### config.mk
export PLATFORM = sky130hd
export DESIGN_NAME = gat_feat_readback_flat
export DESIGN_NICKNAME = d
export VERILOG_FILES = /design/src/rtl/gat_feat_readback_if.sv /design/src/rtl/gat_feat_readback.sv /design/src/flat_wrapper.sv
export SDC_FILE = /design/constraint.sdc
export NUM_CORES = 1
export LEC_CHECK = 0
export BUFFER_PORTS_ARGS = -buffer_cell sky130_fd_sc_hd__buf_2
export CORE_MARGIN = 3
export CORE_UTILIZATION = 31
export CTS_CLUSTER_DIAMETER = 80
export DETAILED_ROUTE_END_ITERATION = 8
export PLACE_DENSITY = 0.51
export SYNTH_ARGS = -nofsm -noshare
export SYNTH_HDL_FRONTEND = slang
export SYNTH_SLANG_ARGS = --single-unit
### constraint.sdc
create_clock -name clk -period 5.5 [get_ports clk]
set_clock_uncertainty 0.15 [all_clocks]
set_input_delay 1.1 -clock clk [delete_from_list [all_inputs] [get_ports clk]]
set_output_delay 1.1 -clock clk [all_outputs]
set_load 0.02 [all_outputs]
### src/rtl/gat_feat_readback_if.sv
// Output stream bundle of the feature readback block: data, valid, last toward the host DMA, ready back.
interface gat_feat_readback_if #(
    parameter int NEW_FEATURE_WIDTH = 32
);
    logic [NEW_FEATURE_WIDTH-1:0] m_tdata;
    logic                         m_tvalid;
    logic                         m_tready;
    logic                         m_tlast;

    modport master (output m_tdata, output m_tvalid, output m_tlast, input  m_tready);
    modport slave  (input  m_tdata, input  m_tvalid, input  m_tlast, output m_tready);
endinterface

### src/rtl/gat_feat_readback.sv
// Feature-BRAM readback: on a gat_ready rising edge, sweeps port B and streams the words with tlast.
// Optional running checksum of emitted words, enabled by defining GAT_READBACK_CHECKSUM_EN.
module gat_feat_readback #(
    parameter int NEW_FEATURE_WIDTH  = 32,
    parameter int NEW_FEATURE_DEPTH  = 43328,
    parameter int NEW_FEATURE_ADDR_W = $clog2(NEW_FEATURE_DEPTH),
    parameter int BRAM_RD_LATENCY    = 2,
    parameter int FIFO_DEPTH         = BRAM_RD_LATENCY + 2
) (
    input  logic                          clk,
    input  logic                          rst,
    input  logic                          gat_ready,
    input  logic [NEW_FEATURE_ADDR_W:0]   num_words,
    output logic [NEW_FEATURE_ADDR_W+1:0] feat_bram_addrb,
    output logic                          feat_bram_enb,
    input  logic [NEW_FEATURE_WIDTH-1:0]  feat_bram_dout,
    gat_feat_readback_if.master           m_axis,
    output logic                          busy,
    output logic                          done,
    output logic [31:0]                   checksum
);
    localparam int AW  = NEW_FEATURE_ADDR_W;
    localparam int AW1 = NEW_FEATURE_ADDR_W + 1;
    localparam int LAT = BRAM_RD_LATENCY;
    localparam int CW  = $clog2(FIFO_DEPTH + 1);
    localparam int CW1 = CW + 1;
    localparam int PW  = $clog2(FIFO_DEPTH);

    localparam logic [AW:0]   DEPTH_C  = AW1'(NEW_FEATURE_DEPTH);
    localparam logic [AW:0]   ONE_A    = AW1'(1);
    localparam logic [CW:0]   FD_C     = CW1'(FIFO_DEPTH);
    localparam logic [PW-1:0] LAST_PTR = PW'(FIFO_DEPTH - 1);

    localparam logic [1:0] S_IDLE  = 2'd0;
    localparam logic [1:0] S_RUN   = 2'd1;
    localparam logic [1:0] S_DRAIN = 2'd2;
    localparam logic [1:0] S_DONE  = 2'd3;

    logic [1:0]                   r_state;
    logic                         r_gat_ready_q;
    logic [AW:0]                  r_len;
    logic [AW:0]                  r_idx;
    logic [AW:0]                  r_ecnt;
    logic [LAT-1:0]               r_vld;
    logic [CW-1:0]                r_infl;
    logic [CW-1:0]                r_cnt;
    logic [PW-1:0]                r_wptr;
    logic [PW-1:0]                r_rptr;
    logic [NEW_FEATURE_WIDTH-1:0] r_mem [FIFO_DEPTH];

    logic                         w_start;
    logic                         w_credit;
    logic                         w_enb;
    logic                         w_push;
    logic                         w_pop;
    logic                         w_tvalid;
    logic                         w_tlast;
    logic [AW:0]                  w_len_clip;
    logic [AW:0]                  w_idx_nxt;
    logic [NEW_FEATURE_WIDTH-1:0] w_tdata;

    assign w_start    = gat_ready & ~r_gat_ready_q;
    assign w_len_clip = (num_words > DEPTH_C) ? DEPTH_C : num_words;
    assign w_idx_nxt  = r_idx + ONE_A;
    // Reads in flight plus buffered words may never exceed the FIFO, so backpressure is lossless.
    assign w_credit   = ({1'b0, r_infl} + {1'b0, r_cnt}) < FD_C;
    assign w_enb      = (r_state == S_RUN) && w_credit;
    assign w_push     = r_vld[LAT-1];
    assign w_tvalid   = (r_cnt != '0);
    assign w_tlast    = w_tvalid && (r_ecnt == r_len - ONE_A);
    assign w_pop      = w_tvalid && m_axis.m_tready;
    assign w_tdata    = w_tvalid ? r_mem[r_rptr] : '0;

    assign feat_bram_addrb = {r_idx[AW-1:0], 2'b00};
    assign feat_bram_enb   = w_enb;
    assign m_axis.m_tdata  = w_tdata;
    assign m_axis.m_tvalid = w_tvalid;
    assign m_axis.m_tlast  = w_tlast;
    assign busy            = (r_state != S_IDLE);
    assign done            = (r_state == S_DONE);

    always_ff @(posedge clk or posedge rst) begin
        if (rst) begin
            r_state       <= S_IDLE;
            r_gat_ready_q <= 1'b0;
            r_len         <= '0;
            r_idx         <= '0;
            r_ecnt        <= '0;
        end else begin
            r_gat_ready_q <= gat_ready;
            if (w_pop) r_ecnt <= r_ecnt + ONE_A;
            case (r_state)
                S_IDLE: begin
                    if (w_start) begin
                        r_idx   <= '0;
                        r_ecnt  <= '0;
                        r_len   <= w_len_clip;
                        r_state <= (num_words == '0) ? S_DONE : S_RUN;
                    end
                end
                S_RUN: begin
                    if (w_enb) begin
                        r_idx <= w_idx_nxt;
                        if (w_idx_nxt == r_len) r_state <= S_DRAIN;
                    end
                end
                S_DRAIN: begin
                    if (w_pop && w_tlast) r_state <= S_DONE;
                end
                default: r_state <= S_IDLE;
            endcase
        end
    end

    always_ff @(posedge clk or posedge rst) begin
        if (rst) begin
            r_vld  <= '0;
            r_infl <= '0;
            r_cnt  <= '0;
            r_wptr <= '0;
            r_rptr <= '0;
        end else begin
            r_vld  <= (r_vld << 1) | LAT'(w_enb);
            r_infl <= r_infl + CW'(w_enb) - CW'(w_push);
            r_cnt  <= r_cnt + CW'(w_push) - CW'(w_pop);
            if (w_push) r_wptr <= (r_wptr == LAST_PTR) ? '0 : r_wptr + PW'(1);
            if (w_pop)  r_rptr <= (r_rptr == LAST_PTR) ? '0 : r_rptr + PW'(1);
        end
    end

    // Storage only; occupancy and pointers above decide what is valid.
    always_ff @(posedge clk) begin
        if (w_push) r_mem[r_wptr] <= feat_bram_dout;
    end

`ifdef GAT_READBACK_CHECKSUM_EN
    logic [31:0] r_csum;

    always_ff @(posedge clk or posedge rst) begin
        if (rst) begin
            r_csum <= '0;
        end else if ((r_state == S_IDLE) && w_start) begin
            r_csum <= '0;
        end else if (w_pop) begin
            r_csum <= r_csum + 32'(w_tdata);
        end
    end

    assign checksum = r_csum;
`else
    assign checksum = 32'd0;
`endif

endmodule

### src/flat_wrapper.sv
// flat-port wrapper written by rule: the top's interface ports become plain ports
module gat_feat_readback_flat 
#(
    parameter int NEW_FEATURE_WIDTH  = 32,
    parameter int NEW_FEATURE_DEPTH  = 43328,
    parameter int NEW_FEATURE_ADDR_W = $clog2(NEW_FEATURE_DEPTH),
    parameter int BRAM_RD_LATENCY    = 2,
    parameter int FIFO_DEPTH         = BRAM_RD_LATENCY + 2
)
  (clk, rst, gat_ready, num_words, feat_bram_addrb, feat_bram_enb, feat_bram_dout, busy, done, checksum, m_axis_m_tdata, m_axis_m_tvalid, m_axis_m_tlast, m_axis_m_tready);
  gat_feat_readback_if #(.NEW_FEATURE_WIDTH(NEW_FEATURE_WIDTH)) m_axis_i ();
  input  logic clk;
  input  logic rst;
  input  logic gat_ready;
  input  logic [NEW_FEATURE_ADDR_W:0] num_words;
  output logic [NEW_FEATURE_ADDR_W+1:0] feat_bram_addrb;
  output logic feat_bram_enb;
  input  logic [NEW_FEATURE_WIDTH-1:0] feat_bram_dout;
  output logic busy;
  output logic done;
  output logic [31:0] checksum;
  output wire logic [$bits(m_axis_i.m_tdata)-1:0] m_axis_m_tdata;
  output wire logic [$bits(m_axis_i.m_tvalid)-1:0] m_axis_m_tvalid;
  output wire logic [$bits(m_axis_i.m_tlast)-1:0] m_axis_m_tlast;
  input wire logic [$bits(m_axis_i.m_tready)-1:0] m_axis_m_tready;
  assign m_axis_m_tdata = m_axis_i.m_tdata;
  assign m_axis_m_tvalid = m_axis_i.m_tvalid;
  assign m_axis_m_tlast = m_axis_i.m_tlast;
  assign m_axis_i.m_tready = m_axis_m_tready;
  gat_feat_readback #(.NEW_FEATURE_WIDTH(NEW_FEATURE_WIDTH), .NEW_FEATURE_DEPTH(NEW_FEATURE_DEPTH), .NEW_FEATURE_ADDR_W(NEW_FEATURE_ADDR_W), .BRAM_RD_LATENCY(BRAM_RD_LATENCY), .FIFO_DEPTH(FIFO_DEPTH)) u_core (.clk(clk), .rst(rst), .gat_ready(gat_ready), .num_words(num_words), .feat_bram_addrb(feat_bram_addrb), .feat_bram_enb(feat_bram_enb), .feat_bram_dout(feat_bram_dout), .m_axis(m_axis_i), .busy(busy), .done(done), .checksum(checksum));
endmodule
Word level (Yosys, flattened, before mapping)
Memories as Yosys holds them, arrays and structs flattened.
Index checks and enable logic that the tools add are counted.
{ "totals": {"ff_bits": 66, "mem_bits_rw": 128, "inputBits": 53, "output_inout_bits": 87, "elab_cells": 67, "memories": 1} }
{ "op_classes": {"add_sub_neg": 10, "order_cmp": 2, "eq_ne": 11, "muxes": 18, "bitwise": 3, "n_reduce_logical": 12} }
{ "mem_list": {"columns": ["name", "depth", "width", "read_ports", "rd_ports_with_merged_regs", "write_ports", "line", "text"], "rows": [
  ["u_core.r_mem", 4, 32, 1, 0, 1, "gat_feat_readback.sv:49", "logic [NEW_FEATURE_WIDTH-1:0] r_mem [FIFO_DEPTH];"]
]} }
{ "ops": {"columns": ["cell", "n"], "rows": [
  ["two-way mux 17 bit", 6],
  ["adder 17 x 1 -> 17 bit (second input constant)", 2],
  ["== test 17 bit", 2],
  ["one-hot mux 17 bit (2 select lines)", 1],
  ["two-way mux 32 bit", 1],
  ["greater-than comparator 17 x 16 -> 1 bit (second input constant)", 1],
  ["logical NOT 17 bit", 1],
  ["subtractor 17 x 1 -> 17 bit (second input constant)", 1],
  ["two-way mux 2 bit", 7],
  ["== test 2 bit (second input constant)", 4],
  ["adder 3 x 1 -> 3 bit", 2],
  ["!= test 2 x 1 -> 1 bit (second input constant)", 3],
  ["one-hot mux 2 bit (3 select lines)", 1],
  ["subtractor 3 x 1 -> 3 bit", 2],
  ["adder 2 x 1 -> 2 bit (second input constant)", 2],
  ["adder 3 x 3 -> 4 bit", 1],
  ["logical AND 1 bit", 4],
  ["less-than comparator 4 x 3 -> 1 bit (second input constant)", 1],
  ["AND reduction 4 bit", 1],
  ["nonzero test 2 bit", 2],
  ["AND reduction 3 bit", 1],
  ["nonzero test 3 bit", 1],
  ["== test 2 x 1 -> 1 bit (second input constant)", 1],
  ["logical NOT 2 bit", 1],
  ["6 further kinds", 7]
]} }

Longest topological paths before layout
Gate-level depths: netlist (run 1).
{ "logic_depth": {"ltp_word": 6, "ltp_mapped": 12, "ltp_nobuf": 10} }

Least setup slack after synthesis (run 1)
No wires, ideal clock.
{ "synth_timing": {"path_kind": "register -> output", "startpoint": "register u_core.r_len[0]", "endpoint": "output m_axis_m_tlast", "arrival_ns": 2.673, "required_ns": 4.250, "slack_ns": 1.577, "path_stages_with_launch": 11, "path_buffers": 2, "path_cell_list": "dfrtp_1 buf_2 inv_1 ha_1 or4b_4 buf_6 nor3_1 a31oi_1 o32ai_1 nand4b_1 nor4b_1"} }
{ "synth_via": {"elab_chain_len": 3} }
{ "synth_rtl": {"columns": ["item", "line", "text"], "rows": [
  ["start: declaration", "gat_feat_readback.sv:41", "logic [AW:0] r_len;"],
  ["start signal: assignment", "gat_feat_readback.sv:97", "r_len <= w_len_clip;"],
  ["subtractor 17 x 1 -> 17 bit", "gat_feat_readback.sv:70", "assign w_tlast = w_tvalid && (r_ecnt == r_len - ONE_A);"],
  ["== test 17 bit", "gat_feat_readback.sv:70", null],
  ["logical AND 1 bit", "gat_feat_readback.sv:70", null],
  ["end: declaration", "flat_wrapper.sv:24", "output wire logic [$bits(m_axis_i.m_tlast)-1:0] m_axis_m_tlast;"]
]} }
Every way passes these cells.

Worst setup path after layout (run 1)
Same ends and word-level chain as after synthesis.

==> impl_metrics.env, run 1 <==
export IMPL_status="finished clean"
export IMPL_synth_edf_count=128
export IMPL_fill_cells=3024
export IMPL_reg2reg_depth=9
export IMPL_setup_viol=0
export IMPL_dpl_cell_area_um2=10500
export IMPL_core_um2=31000
export IMPL_maxClockFrequency_mhz=216
export IMPL_postCtsSetupBuffers=0
export IMPL_clk_path_buf_depth=2
export IMPL_critPathSlowestCell="nor4b_1"
export IMPL_cts_resized_gates=0
export IMPL_busiest_layer="met2"
export IMPL_io_pins=140
export IMPL_worst_slew_pin_slew_ps=1010
export IMPL_use_met3=0.0241
export IMPL_firstDrtPassIters=4
export IMPL_fin_setup_tns_ps=0
export IMPL_power_leakage_nw=4.24
export IMPL_muxShareOfSynthArea=0.0804
export IMPL_fin_crit_ps=4630
export IMPL_critPathMaxFanout=9
export IMPL_grt_max_degree=37
export IMPL_layout_drive_gt1_share=0.239
export IMPL_post_synth_fa_ha_maj_area_fraction=0.0282
export IMPL_grt_antenna_before_repair=0
export IMPL_whs_ps=202
export IMPL_drt_total_wl_um=21600
export IMPL_gp_congestion=0.820
export IMPL_final_cell_mix="edfxtp_1 (128), buf_2 (105), dfrtp_1 (65), nor2_1 (45), and2_1 (44)"
export IMPL_insertion_delay_ps=440
export IMPL_port_buffers=105
export IMPL_clock_sinks=194
export IMPL_hold_depth=0
export IMPL_cts_reportedPaths_clkPinSlew_ps=80
export IMPL_required_ps=4250
export IMPL_synth_simple_gate_area_share=0.135
export IMPL_critPathLaunchType="register"
export IMPL_vdd_drop_max_v=0.000213
export IMPL_die_w_um=184
export IMPL_min_period_over_period=0.841
export IMPL_final_common_cell="edfxtp_1"
export IMPL_dpl_hpwl_um=14500
export IMPL_drc=0
export IMPL_postCtsHoldBufs=0
export IMPL_vias_per_cell=4.78
export IMPL_grt_usage=0.130
export IMPL_use_met1=0.178
export IMPL_endpoint_kind="primary output"
export IMPL_drv_cap=0
export IMPL_grt_ovfl_total=0
export IMPL_drv_slew=0
export IMPL_relSlewSlack=0.325
export IMPL_ys_seq_elements=194
export IMPL_nNetsFinal=913
export IMPL_yosys_warnings=0
export IMPL_die_area_um2=34000
export IMPL_finalHoldViolCount=0
export IMPL_ant_nets=0
export IMPL_cts_tree="yes"
export IMPL_ys_types=73
export IMPL_synth_top_flop_cell="edfxtp_1"
export IMPL_netlist_area_um2=9860
export IMPL_first_iter_violations=377
export IMPL_syn_inst=765
export IMPL_ys_seq_area_frac=0.557
export IMPL_slowest_delay_ps=620
export IMPL_path_cells="inv_1 -> ha_1 -> or4b_4 -> nor3_1 -> a31oi_1 -> o32ai_1 -> nand4b_1 -> nor4b_1 -> buf_2"
export IMPL_critical_path_class="register to primary output"
export IMPL_std_cell_rows=64
export IMPL_synth_top_family_by_area="simple AND/OR/NAND/NOR gates"
export IMPL_cts_buffers=17
export IMPL_dr_total_vias=5967
export IMPL_final_util=0.356
export IMPL_synth_compound_area_frac=0.0701
export IMPL_powerDensity_nw_per_um2=505
export IMPL_hp_class="register to register"
export IMPL_h_tree_depth=4
export IMPL_start_util=0.318
export IMPL_cts_root_buf="clkbuf_16"
export IMPL_final_area_um2=11000
export IMPL_synthArstFlopShare=0.340
export IMPL_use_met2=0.210
export IMPL_grt_pass1_vias=6007
export IMPL_synthXorXnorAreaFrac=0.0550
export IMPL_synth_area_per_cell_um2=12.9
export IMPL_post_drt_wl_per_cell_um=17.3
export IMPL_die_h_um=184
export IMPL_area_growth_pct=12.0
export IMPL_grt_setup_unrepaired="no"
export IMPL_cp_arrival_ps=3380
export IMPL_grt_pass1_wl_um=34100
[cells in the mapped netlist, types with 4 or more instances]
| cell | count | area [µm²] |
|---|---|---|
| and2_1 | 44 | 275 |
| nor2b_1 | 4 | 25.0 |
| nand2_1 | 39 | 146 |
| ha_1 | 19 | 238 |
| dfrtp_1 | 66 | 1650 |
| nor3_1 | 8 | 40.0 |
| o21ai_0 | 28 | 140 |
| buf_6 | 5 | 56.3 |
| nand4_1 | 11 | 68.8 |
| o31ai_1 | 8 | 60.1 |
| nand2b_1 | 6 | 37.5 |
| nor2_1 | 45 | 169 |
| a21oi_1 | 20 | 100 |
| xnor2_1 | 40 | 350 |
| buf_4 | 53 | 398 |
| inv_1 | 25 | 93.8 |
| edfxtp_1 | 128 | 3840 |
| a31oi_1 | 7 | 43.8 |
| mux2i_1 | 5 | 50.1 |
| and4_1 | 5 | 43.8 |
| xor2_1 | 22 | 193 |
| or3_1 | 4 | 25.0 |
| nand3_1 | 18 | 90.1 |
| o21ai_1 | 4 | 20.0 |
| nor4_1 | 6 | 37.5 |
| mux4_2 | 32 | 721 |
| a22o_1 | 11 | 96.3 |
| clkbuf_1 | 22 | 82.6 |
| and3_1 | 12 | 75.1 |
| buf_2 | 7 | 35.0 |
[through the flow]
stage                     setup slack, ps  power (W)  std cells
final                                 873    0.00558       1249
after global routing                  663    0.00598       1248
after CTS                             913    0.00567       1248
after detailed placement             1410    0.00439       1216
after global placement               1450    0.00437       1216
after floorplan                      1580    0.00383        798
[cell type report]
type / instances / area [µm²] / share of cell area
multi-input cells: 486 / 3770 / 0.341
well taps: 396 / 495 / 0.0449
inverters: 25 / 93.8 / 0.00849
clock inverters: 15 / 164 / 0.0148
flip-flops and latches: 194 / 5500 / 0.498
repair buffers: 115 / 601 / 0.0544
clock buffers: 17 / 425 / 0.0385
diodes: 1 / 2.50 / 0.000227
[routing by layer]
metal | wire [µm] | up-vias
li1 | - | 2855
met1 | 10000 | 2992
met2 | 10500 | 103
met3 | 733 | 17
met4 | 280 | 0
met5 | 0 | -
[report_power, final]
part           total (W)  leakage, nW  internal (W)  switching (W)
clock            0.00126        0.287      0.000648       0.000611
sequential       0.00215         2.02       0.00180       0.000346
combinational    0.00218         1.94      0.000971        0.00121
total            0.00558         4.24       0.00342        0.00216
[sequential cells by signal, indices dropped and copies added (netlist names)]
name and count:
u_core.r_mem 128, u_core.r_ecnt 17, u_core.r_idx 17, u_core.r_len 17
u_core.r_cnt 3, u_core.r_infl 3, u_core.r_rptr 2, u_core.r_state 2
u_core.r_vld 2, u_core.r_wptr 2, u_core.r_gat_ready_q 1
[final timing paths]
kind,startpoint,end,slack [ps]
worst max-delay path,u_core.r_len[0]$_DFFE_PP0P_,m_axis_m_tlast,870
max in group asynchronous,rst,u_core.r_ecnt[11]$_DFF_PP0_,3640
worst max register to register,u_core.r_idx[0]$_DFFE_PP0P_,u_core.r_state[1]$_DFFE_PP0P_,2040
min in group asynchronous,rst,u_core.r_idx[0]$_DFFE_PP0P_,610
worst min register to register,u_core.r_vld[0]$_DFF_PP0_,u_core.r_vld[1]$_DFF_PP0_,200
worst min-delay path,u_core.r_vld[0]$_DFF_PP0_,u_core.r_vld[1]$_DFF_PP0_,200
[critical path, delay by kind of cell (launching register included)]
family	cells	cell delay, ps
and+or+nand+nor	4	1490
AOI/OAI and AO/OA	2	380
buffers and inverters	2	370
adders and majority gates	1	210
DFF	1	470
[kinds of logic (layout without fill, tap and decap cells)]
kind of cell,Yosys count,in the layout
compound gates,100,100
xor+xnor,62,62
fa+ha+maj,21,21
buf+inv,118,172
flops,194,194
mux,39,39
other cells,1,35
simple gates,230,230
(Power assumes the default switching activity.)
==> run 2, diff against run 1 <==
--- a/config.mk
+++ b/config.mk
@@ -10,7 +10,7 @@
 export CORE_UTILIZATION = 31
 export CTS_CLUSTER_DIAMETER = 80
 export DETAILED_ROUTE_END_ITERATION = 8
-export PLACE_DENSITY = 0.51
+export PLACE_DENSITY = 0.53
 export SYNTH_ARGS = -nofsm -noshare
 export SYNTH_HDL_FRONTEND = slang
 export SYNTH_SLANG_ARGS = --single-unit
==> constraint.sdc (replaced) <==
create_clock -name clk -period 3.9 [get_ports clk]
set_clock_uncertainty 0.15 [all_clocks]
set_input_delay 0.78 -clock clk [delete_from_list [all_inputs] [get_ports clk]]
set_output_delay 0.78 -clock clk [all_outputs]
set_load 0.02 [all_outputs]
==> run 2 against run 1 <==
  * Design area up 2.2%
  * Routed wire length is 0.95% higher
  * Sequential share of layout area down 1.0 points
  * Sequential cell count is the same
==> impl_metrics.env, run 2 (synthesis results as in run 1) <==
export IMPL_status="finished clean"
export IMPL_vias_per_cell=4.81
export IMPL_maxClockFrequency_mhz=263
export IMPL_clock_sinks=194
export IMPL_dp_slack_ps=114
export IMPL_powerDensity_nw_per_um2=718
export IMPL_hp_class="register to register"
export IMPL_port_buffers=105
export IMPL_setup_worst_path_start="u_core.r_len[1]$_DFFE_PP0P_"
export IMPL_grt_pass1_vias=5882
export IMPL_post_drt_wl_per_cell_um=17.2
export IMPL_clk_path_buf_depth=2
export IMPL_cts_tree="yes"
export IMPL_fin_crit_ps=3800
export IMPL_setup_slack_ps=101
export IMPL_firstDrtPassIters=4
export IMPL_grt_usage=0.128
export IMPL_drv_slew=0
export IMPL_insertion_delay_ps=440
export IMPL_critical_path_class="register to primary output"
export IMPL_required_ps=2970
export IMPL_slowest_delay_ps=600
export IMPL_drc=0
export IMPL_cp_top_family="simple AND/OR/NAND/NOR gates"
export IMPL_drv_cap=0
export IMPL_grt_pass1_wl_um=33300
export IMPL_cp_endpoint="m_axis_m_tlast"
export IMPL_finalHoldViolCount=0
export IMPL_relSlewSlack=0.389
export IMPL_fill_cells=2990
export IMPL_setup_viol=0
export IMPL_first_iter_violations=374
export IMPL_gp_congestion=0.840
export IMPL_fin_setup_tns_ps=0
export IMPL_largest_register="u_core.r_mem"
export IMPL_grt_setup_unrepaired="yes"
export IMPL_grt_ovfl_total=0
export IMPL_reg2reg_depth=10
export IMPL_grt_antenna_before_repair=1
export IMPL_ant_nets=0
export IMPL_io_pins=140
export IMPL_regToRegSetupSlack_ps=870
export IMPL_crit_buf_inv=1
export IMPL_cts_reportedPaths_clkPinSlew_ps=80
export IMPL_final_common_cell="edfxtp_1"
export IMPL_final_seq_area_um2=5500
export IMPL_dr_total_vias=6097
export IMPL_rr_endpoint="u_core.r_state[1]$_DFFE_PP0P_"
export IMPL_drt_total_wl_um=21800
export IMPL_whs_ps=205
export IMPL_h_tree_depth=4
export IMPL_path_cells="or4_4 -> or2_4 -> xnor2_1 -> nor4_2 -> nand4b_1 -> nor4b_4 -> buf_4"
export IMPL_critPathLaunchType="register"
export IMPL_largest_reg_flops=128
export IMPL_endpoint_kind="primary output"
export IMPL_critPathMaxFanout=4
export IMPL_worst_slew_pin_slew_ps=916
export IMPL_die_area_um2=34000
export IMPL_cts_root_buf="clkbuf_16"
export IMPL_multiInputGateArea_um2=3840
export IMPL_grt_max_degree=67
export IMPL_nNetsFinal=931
export IMPL_die_h_um=184
export IMPL_cts_buffers=17
export IMPL_power_leakage_nw=4.37
export IMPL_vdd_drop_max_v=0.000322
export IMPL_core_um2=31000
export IMPL_start_util=0.318
export IMPL_postCtsHoldBufs=0
export IMPL_cp_depth=7
export IMPL_area_growth_pct=14.4
export IMPL_critPathSlowestCell="or4_4"
export IMPL_final_cell_mix="edfxtp_1 (128), buf_2 (104), dfrtp_1 (62), nor2_1 (44), and2_1 (44)"
export IMPL_std_cell_rows=64
export IMPL_dpl_hpwl_um=14500
export IMPL_r2r_start="u_core.r_idx[1]$_DFFE_PP0P_"
export IMPL_die_w_um=184
export IMPL_min_period_over_period=0.974
export IMPL_layout_drive_gt1_share=0.271
export IMPL_cp_arrival_ps=2870
## run 2: worst register-to-register path: cells and delay by family, from the launching register on
kind	cells	cell delay, ps
fa+ha+maj	1	240
simple gates	3	850
compound gates	3	560
xor+xnor	1	310
flops	1	460
mux	1	220
buf+inv	1	170
## run 2: power by group
part | internal (W) | switching (W) | leakage [nW]
clock network | 0.000929 | 0.000871 | 0.294
logic | 0.00152 | 0.00192 | 2.07
registers | 0.00254 | 0.000326 | 2.01
total | 0.00499 | 0.00311 | 4.37
## run 2: area by class of cell
class,instances,share of cell area
tap,396,0.0439
clock buffer,18,0.0380
inverter,25,0.00831
antenna,1,0.000222
timing repair buffer,132,0.0659
sequential,194,0.487
clock inverter,14,0.0157
multi-input combinational,487,0.341
## run 2: metal layers
layer | GRT usage | vias to the layer above | wire, µm | part of all wire
met5 | 0 | - | 0 | 0
met4 | 0.0381 | 0 | 340 | 0.016
met3 | 0.0239 | 17 | 717 | 0.033
met2 | 0.217 | 127 | 11000 | 0.51
met1 | 0.166 | 3059 | 9700 | 0.45
li1 | - | 2894 | - | -
## run 2: through the flow
stage,std cells,util,total power [W],instance area (µm²)
2_1_floorplan,798,-,0.00540,9990
3_3_place_gp,1227,0.340,0.00621,10600
3_5_place_dp,1227,0.340,0.00624,10600
4_1_cts,1263,0.363,0.00818,11200
5_1_grt,1267,0.364,0.00863,11300
6_report,1267,0.364,0.00811,11300
## run 2: worst min-delay path by stage
stage | start | to | depth (start not counted) | slack [ps]
final | u_core.r_vld[0]$_DFF_PP0_ | u_core.r_vld[1]$_DFF_PP0_ | 0 | 200
after global routing | u_core.r_vld[0]$_DFF_PP0_ | u_core.r_vld[1]$_DFF_PP0_ | 0 | 210
after CTS | u_core.r_vld[0]$_DFF_PP0_ | u_core.r_vld[1]$_DFF_PP0_ | 0 | 200
after detailed placement | u_core.r_vld[0]$_DFF_PP0_ | u_core.r_vld[1]$_DFF_PP0_ | 0 | 190
after global placement | u_core.r_vld[0]$_DFF_PP0_ | u_core.r_vld[1]$_DFF_PP0_ | 0 | 180
after floorplan | u_core.r_vld[0]$_DFF_PP0_ | u_core.r_vld[1]$_DFF_PP0_ | 0 | 180
## run 2: timing repair
item	in CTS	in global routing
gates cloned	1	0
pin swaps	7	7
buffers inserted	4	3
gates resized for setup	11	6
endpoints found under the setup margin	1	1
